==> src/rtl/uart_pkg.sv <==
// Shared definitions for the 8N1 UART transceiver: frame constants,
// bit-period derivation helpers and the common FSM state type.
package uart_pkg;

  localparam int DATA_BITS = 8;
  localparam int STOP_BITS = 1;
  localparam int CNT_W     = 16;

  typedef enum logic [1:0] {
    IDLE,
    START,
    DATA,
    STOP
  } uart_state_e;

  // Clock cycles per bit, integer division.
  function automatic int calc_bit_cyc(input int clk_freq, input int baud_ratio);
    return clk_freq / baud_ratio;
  endfunction

  // Clock cycles to the centre of a bit.
  function automatic int calc_half_cyc(input int clk_freq, input int baud_ratio);
    return calc_bit_cyc(clk_freq, baud_ratio) / 2;
  endfunction

endpackage

==> src/rtl/uart_bit_timer.sv <==
// Bit-period down-counter. A load sets it to one full or one half bit period
// minus one; o_tick is high while the count sits at zero, so the owning FSM
// sees one tick exactly BIT_CYC (or HALF_CYC) cycles after each load.
module uart_bit_timer
  import uart_pkg::*;
#(
  parameter int BIT_CYC  = 434,
  parameter int HALF_CYC = 217
) (
  input  logic clk,
  input  logic rst,
  input  logic i_load,
  input  logic i_half,
  output logic o_tick
);

  localparam logic [CNT_W-1:0] FULL_LD = CNT_W'(BIT_CYC - 1);
  localparam logic [CNT_W-1:0] HALF_LD = CNT_W'(HALF_CYC - 1);

  logic [CNT_W-1:0] r_cnt;

  // Load on request, otherwise count down and park at zero.
  // NOTE: sequential state uses non-blocking (<=) so every flop samples pre-edge values.
  always_ff @(posedge clk) begin
    if (rst) begin
      r_cnt <= '0;
    end else if (i_load) begin
      r_cnt <= i_half ? HALF_LD : FULL_LD;
    end else if (r_cnt != '0) begin
      r_cnt <= r_cnt - 1'b1;
    end
  end

  assign o_tick = (r_cnt == '0);

endmodule

==> src/rtl/uart_trx.sv <==
// Full-duplex 8N1 UART transceiver. The TX path serialises bytes accepted on
// a valid/ready handshake; the RX path synchronises rxd, finds the start bit,
// samples at bit centres and strobes rvld for each byte with a good stop bit.
module uart_trx
  import uart_pkg::*;
#(
  parameter int clk_freq   = 50_000_000,
  parameter int baud_ratio = 115200
) (
  input  logic       clk,
  input  logic       rst,
  input  logic [7:0] tdata,
  input  logic       tvld,
  output logic       trdy,
  output logic       txd,
  input  logic       rxd,
  output logic       rvld,
  output logic [7:0] rdata
);

  localparam int BIT_CYC  = calc_bit_cyc(clk_freq, baud_ratio);
  localparam int HALF_CYC = calc_half_cyc(clk_freq, baud_ratio);

  localparam logic [2:0] BIT_LAST  = 3'(DATA_BITS - 1);
  localparam logic [2:0] STOP_LAST = 3'(STOP_BITS - 1);

  // ---------------------------------------------------------------- TX path
  uart_state_e r_tx_state;
  uart_state_e w_tx_nxt;
  logic [7:0]  r_tx_sh;
  logic [2:0]  r_tx_bit;
  logic        r_txd;
  logic        w_txd_nxt;
  logic        w_tx_load;
  logic        w_tx_tick;
  logic        w_tx_accept;
  logic        w_tx_shift;
  logic        w_tx_bit_inc;
  logic        w_tx_bit_clr;

  uart_bit_timer #(
    .BIT_CYC  (BIT_CYC),
    .HALF_CYC (HALF_CYC)
  ) u_tx_timer (
    .clk    (clk),
    .rst    (rst),
    .i_load (w_tx_load),
    .i_half (1'b0),
    .o_tick (w_tx_tick)
  );

  // TX state register.
  always_ff @(posedge clk) begin
    if (rst) r_tx_state <= IDLE;
    else     r_tx_state <= w_tx_nxt;
  end

  // TX next-state and datapath controls; txd is registered from w_txd_nxt.
  // NOTE: every signal gets a default first, so no path can leave one unassigned and infer a latch.
  always_comb begin
    w_tx_nxt     = r_tx_state;
    w_txd_nxt    = r_txd;
    w_tx_load    = 1'b0;
    w_tx_accept  = 1'b0;
    w_tx_shift   = 1'b0;
    w_tx_bit_inc = 1'b0;
    w_tx_bit_clr = 1'b0;
    case (r_tx_state)
      IDLE: begin
        w_txd_nxt = 1'b1;
        if (tvld) begin
          w_tx_nxt    = START;
          w_tx_load   = 1'b1;
          w_tx_accept = 1'b1;
          w_txd_nxt   = 1'b0;
        end
      end
      START: begin
        if (w_tx_tick) begin
          w_tx_nxt  = DATA;
          w_tx_load = 1'b1;
          w_txd_nxt = r_tx_sh[0];
        end
      end
      DATA: begin
        if (w_tx_tick) begin
          w_tx_load = 1'b1;
          if (r_tx_bit == BIT_LAST) begin
            w_tx_nxt     = STOP;
            w_tx_bit_clr = 1'b1;
            w_txd_nxt    = 1'b1;
          end else begin
            w_tx_shift   = 1'b1;
            w_tx_bit_inc = 1'b1;
            w_txd_nxt    = r_tx_sh[1];
          end
        end
      end
      STOP: begin
        w_txd_nxt = 1'b1;
        if (w_tx_tick) begin
          if (r_tx_bit == STOP_LAST) begin
            w_tx_nxt = IDLE;
          end else begin
            w_tx_load    = 1'b1;
            w_tx_bit_inc = 1'b1;
          end
        end
      end
      default: begin
        w_tx_nxt  = IDLE;
        w_txd_nxt = 1'b1;
      end
    endcase
  end

  // TX shift register, bit counter and registered line output.
  always_ff @(posedge clk) begin
    if (rst) begin
      r_tx_sh  <= '0;
      r_tx_bit <= '0;
      r_txd    <= 1'b1;
    end else begin
      r_txd <= w_txd_nxt;
      if (w_tx_accept) r_tx_sh <= tdata;
      else if (w_tx_shift) r_tx_sh <= {1'b0, r_tx_sh[7:1]};
      if (w_tx_accept || w_tx_bit_clr) r_tx_bit <= '0;
      else if (w_tx_bit_inc) r_tx_bit <= r_tx_bit + 1'b1;
    end
  end

  assign trdy = (r_tx_state == IDLE);
  assign txd  = r_txd;

  // ---------------------------------------------------------------- RX path
  logic        r_rx_s1;
  logic        r_rx_s2;
  logic        r_rx_d;
  logic        w_rx_fall;
  uart_state_e r_rx_state;
  uart_state_e w_rx_nxt;
  logic [7:0]  r_rx_sh;
  logic [2:0]  r_rx_bit;
  logic        w_rx_load;
  logic        w_rx_half;
  logic        w_rx_tick;
  logic        w_rx_sample;
  logic        w_rx_bit_clr;
  logic        w_rx_done;
  logic        r_rvld;
  logic [7:0]  r_rdata;

  uart_bit_timer #(
    .BIT_CYC  (BIT_CYC),
    .HALF_CYC (HALF_CYC)
  ) u_rx_timer (
    .clk    (clk),
    .rst    (rst),
    .i_load (w_rx_load),
    .i_half (w_rx_half),
    .o_tick (w_rx_tick)
  );

  // Two-flop synchroniser for the asynchronous rxd, plus a delayed copy for edge detection.
  always_ff @(posedge clk) begin
    if (rst) begin
      r_rx_s1 <= 1'b1;
      r_rx_s2 <= 1'b1;
      r_rx_d  <= 1'b1;
    end else begin
      r_rx_s1 <= rxd;
      r_rx_s2 <= r_rx_s1;
      r_rx_d  <= r_rx_s2;
    end
  end

  // A line held low after a framing error produces no new falling edge, so
  // IDLE only re-arms once the line has returned high.
  assign w_rx_fall = r_rx_d & ~r_rx_s2;

  // RX state register.
  always_ff @(posedge clk) begin
    if (rst) r_rx_state <= IDLE;
    else     r_rx_state <= w_rx_nxt;
  end

  // RX next-state: half-bit start check, eight centre samples, stop-bit check.
  always_comb begin
    w_rx_nxt     = r_rx_state;
    w_rx_load    = 1'b0;
    w_rx_half    = 1'b0;
    w_rx_sample  = 1'b0;
    w_rx_bit_clr = 1'b0;
    w_rx_done    = 1'b0;
    case (r_rx_state)
      IDLE: begin
        if (w_rx_fall) begin
          w_rx_nxt  = START;
          w_rx_load = 1'b1;
          w_rx_half = 1'b1;
        end
      end
      START: begin
        if (w_rx_tick) begin
          if (!r_rx_s2) begin
            w_rx_nxt     = DATA;
            w_rx_load    = 1'b1;
            w_rx_bit_clr = 1'b1;
          end else begin
            w_rx_nxt = IDLE;
          end
        end
      end
      DATA: begin
        if (w_rx_tick) begin
          w_rx_load   = 1'b1;
          w_rx_sample = 1'b1;
          if (r_rx_bit == BIT_LAST) w_rx_nxt = STOP;
        end
      end
      STOP: begin
        if (w_rx_tick) begin
          w_rx_nxt  = IDLE;
          w_rx_done = r_rx_s2;
        end
      end
      default: w_rx_nxt = IDLE;
    endcase
  end

  // RX shift register, bit counter, output byte and one-cycle strobe.
  always_ff @(posedge clk) begin
    if (rst) begin
      r_rx_sh  <= '0;
      r_rx_bit <= '0;
      r_rvld   <= 1'b0;
      r_rdata  <= '0;
    end else begin
      r_rvld <= w_rx_done;
      if (w_rx_done) r_rdata <= r_rx_sh;
      if (w_rx_bit_clr) begin
        r_rx_bit <= '0;
      end else if (w_rx_sample) begin
        r_rx_sh  <= {r_rx_s2, r_rx_sh[7:1]};
        r_rx_bit <= r_rx_bit + 1'b1;
      end
    end
  end

  assign rvld  = r_rvld;
  assign rdata = r_rdata;

endmodule

==> config.mk <==
export PLATFORM = sky130hd
export DESIGN_NAME = uart_trx
export DESIGN_NICKNAME = d
export VERILOG_FILES = /design/src/rtl/uart_pkg.sv /design/src/rtl/uart_bit_timer.sv /design/src/rtl/uart_trx.sv
export SDC_FILE = /design/constraint.sdc
export NUM_CORES = 1
export LEC_CHECK = 0
export BUFFER_PORTS_ARGS = -buffer_cell sky130_fd_sc_hd__buf_2
export CAP_MARGIN = 25
export CORE_MARGIN = 4
export CORE_UTILIZATION = 46
export CTS_BUF_LIST = sky130_fd_sc_hd__clkbuf_16
export DETAILED_ROUTE_END_ITERATION = 12
export MAX_ROUTING_LAYER = met4
export PLACE_DENSITY = 0.66
export SLEW_MARGIN = 20
export SYNTH_ARGS = -nofsm -noshare
export SYNTH_HDL_FRONTEND = slang
export SYNTH_SLANG_ARGS = --single-unit
==> constraint.sdc <==
create_clock -name clk -period 2.2 [get_ports clk]
set_clock_uncertainty 0.2 [all_clocks]
set_input_delay 0.55 -clock clk [delete_from_list [all_inputs] [get_ports clk]]
set_output_delay 0.55 -clock clk [all_outputs]
set_load 0.01 [all_outputs]
==> run metrics <==
drt total wl 6.61 mm; global placer's final weighted congestion 0.844; post-synthesis mux area share 4.87%; syn_nets 398; fin area 3950 µm²; setup bufs post-CTS 0; First-pass DRT Iterations 4; DRC Markers 0; relative slew slack 69.3%; Async S/R FF share, synth 0%; maximum capacitance violations 0; Post-Syn Area per Cell 8.82 µm²; Worst Setup Path Type reg2reg; Synth top area share 43.2%; RR Startpoint u_tx_timer.r_cnt[0]; share of layout cells above drive strength 1 19.8%; register bit total from synthesis 71; Diodes inserted 0; Clock Tree Root clkbuf_16; Main synth FF type dfxtp_1; CP Max Fanout 6; remaining global-route overflow 0; endpoint class of the critical path flop; CP arrival 2.16 ns; Synth area leader dfxtp_1; Ys Warns 0; CTS tree yes; minimum clock period 2.14 ns; largest net degree at the start of global routing 42; Die Y-Extent 92.6 µm; status finished clean; Seq. cell area 1420 µm²; dpl cell area 3570 µm²; Initial Util 47.9%; Startpoint Class flop; Worst Min Path Start rxd; core area 6870 µm²; initial antenna violation count 0; P per Cell Area 1460 nW/µm²; Die Width 92.6 µm; commonest non-fill, non-tap cell in the layout dfxtp_1; class of the worst hold path in2reg; Area contributors post-synth dfxtp_1, nor2_1, ha_1; XOR/XNOR share of the synthesized area 4.52%; RSZ-0062 raised after global routing yes; P_leak 1.56 nW; post-synthesis sequential area ratio 43.2%; Syn Inst Count 373; post-route non-filler standard cell count 510; CTS clk-pin slew, worst paths 0.06 ns; f_max 468 MHz; DR iter-0 viols 126; Worst Max-Slew Pin Slew 0.457 ns; I/O Pins 23; clk_lat worst skew 0.33 ns; site row count 30; combinational family with the most area after synthesis simple AND/OR/NAND/NOR gates; CTS buffer count 9; Synth cell types 55; HPWL Detailed 4.56 mm; Hold Worst Slack 0.210 ns; Clock Sinks 71; critical path startpoint u_tx_timer.r_cnt[0]; Multi-input gate area 1830 µm²; Final Hold Fails 0; Die Area 8570 µm²; # setup viols final 0; clk buf depth 2; EDFF count, synth 0; via count 2673; Post-Place Cells 494; Max IR drop VDD 0.906 mV; vias in the first global route 2569; ANT nets after route 0; Final Cycle Share 97.1%; Adder-Cell Fraction of Synth Area 4.94%; first-pass GRT wire length 11.6 mm; fillers 607; Layout area overhead 20.0%; Post-Synth Simple-Gate Area 26.1%; GRT Total Usage 17.0%; Layout Nets 434; htree depth 3; port bufs 22; post-synthesis compound-gate area fraction 13.2%; CP required 2.22 ns; Slew Limit Fails 0; wire per inst 13.0 µm; Via density 5.24; most frequent cells in the layout dfxtp_1, nor2_1, nand2_1; Synth Cell Area 3290 µm²
worst max-delay path, stage by stage (launching register included):
cell and delay (ns):
dfxtp_2 0.33, inv_4 0.07, ha_4 0.13, or3b_4 0.38, or4_4 0.49, nor4_4 0.24, xnor2_1 0.16, nor2_2 0.04
power breakdown:
part           total (mW)  internal, mW  switching [mW]
Sequential           1.96          1.60           0.359
Clock                1.46         0.891           0.570
Combinational        2.36          1.09            1.27
state kept, by name, summed over array words and instances (netlist names), named ones only:
signal            count
u_tx_timer.r_cnt     16
u_rx_timer.r_cnt     16
r_tx_bit              3
r_tx_state            2
txd                   1
r_rx_sh               8
r_tx_sh               8
r_rx_bit              3
rdata                 8
r_rx_state            1
r_rx_s1               1
rvld                  1
r_rx_s2               1
r_rx_d                1
routing by layer:
layer | GRT usage (%) | share of wire (%)
met4 | 5.20 | 1.2
met3 | 4.14 | 3.5
met1 | 21.9 | 49
met5 | - | 0
met2 | 26.4 | 46
repair_timing:
item | in CTS | in global routing
resized for setup | 3 | 16
pin swaps | 0 | 3
hold buffers | 0 | 0
cloned | 0 | 0
endpoints found under the setup margin | 8 | 45
layout make-up:
cell class	count	area share, %
clock buffers	9	5.71
inverters	11	1.11
multi-input cells	279	46.4
flip-flops and latches	71	36.1
well taps	96	3.04
repair buffers	37	5.64
clock inverters	7	2.03
cell families after synthesis:
kind of cell	count (synthesis)
AOI/OAI and AO/OA	69
xor gates and xnor gates	17
adders and majority gates	13
buffers and inverters	23
DFF	71
muxes	16
and+or+nand+nor	164
worst paths after layout:
check	end	slack (ns)	depth (start not counted)
worst min register to register	r_rx_s2	0.22	1
worst max-delay path	u_tx_timer.r_cnt[12]	0.06	7
worst max register to register	u_tx_timer.r_cnt[12]	0.06	7
worst min-delay path	r_rx_s1	0.21	2
synthesized netlist by cell type (2+ instances only):
cell type	number
dfxtp_1	71
nor2_1	50
nand2_1	37
a21oi_1	27
mux2i_1	16
ha_1	13
xnor2_1	13
inv_1	11
nand3_1	11
nor3_1	9
o21ai_0	9
nor4_1	7
a211oi_1	6
clkbuf_1	6
or3_1	6
a31oi_1	5
a22oi_1	4
buf_2	4
nor3b_1	4
xor2_1	4
a311oi_1	3
and2_1	3
nand2b_1	3
nand4_1	3
nor4_2	3
or2_1	3
or2_2	3
or4_1	3
a2111oi_1	2
a21o_1	2
and4_1	2
nand3b_1	2
nor2_2	2
nor2b_1	2
nor3_2	2
o21ai_1	2
o31ai_1	2
per-stage QoR:
step           total power, mW  setup TNS [ns]  util, %  worst slack [ns]
2_1_floorplan             3.66               0        -            0.0792
3_3_place_gp              4.14               0     52.0            0.0360
3_5_place_dp              4.17               0     52.0           0.00624
4_1_cts                   5.69               0     56.6            0.0222
5_1_grt                   6.25         -0.0578     57.5           -0.0490
6_report                  5.78               0     57.5            0.0638
Note: power is estimated with default switching activity, not from simulation.
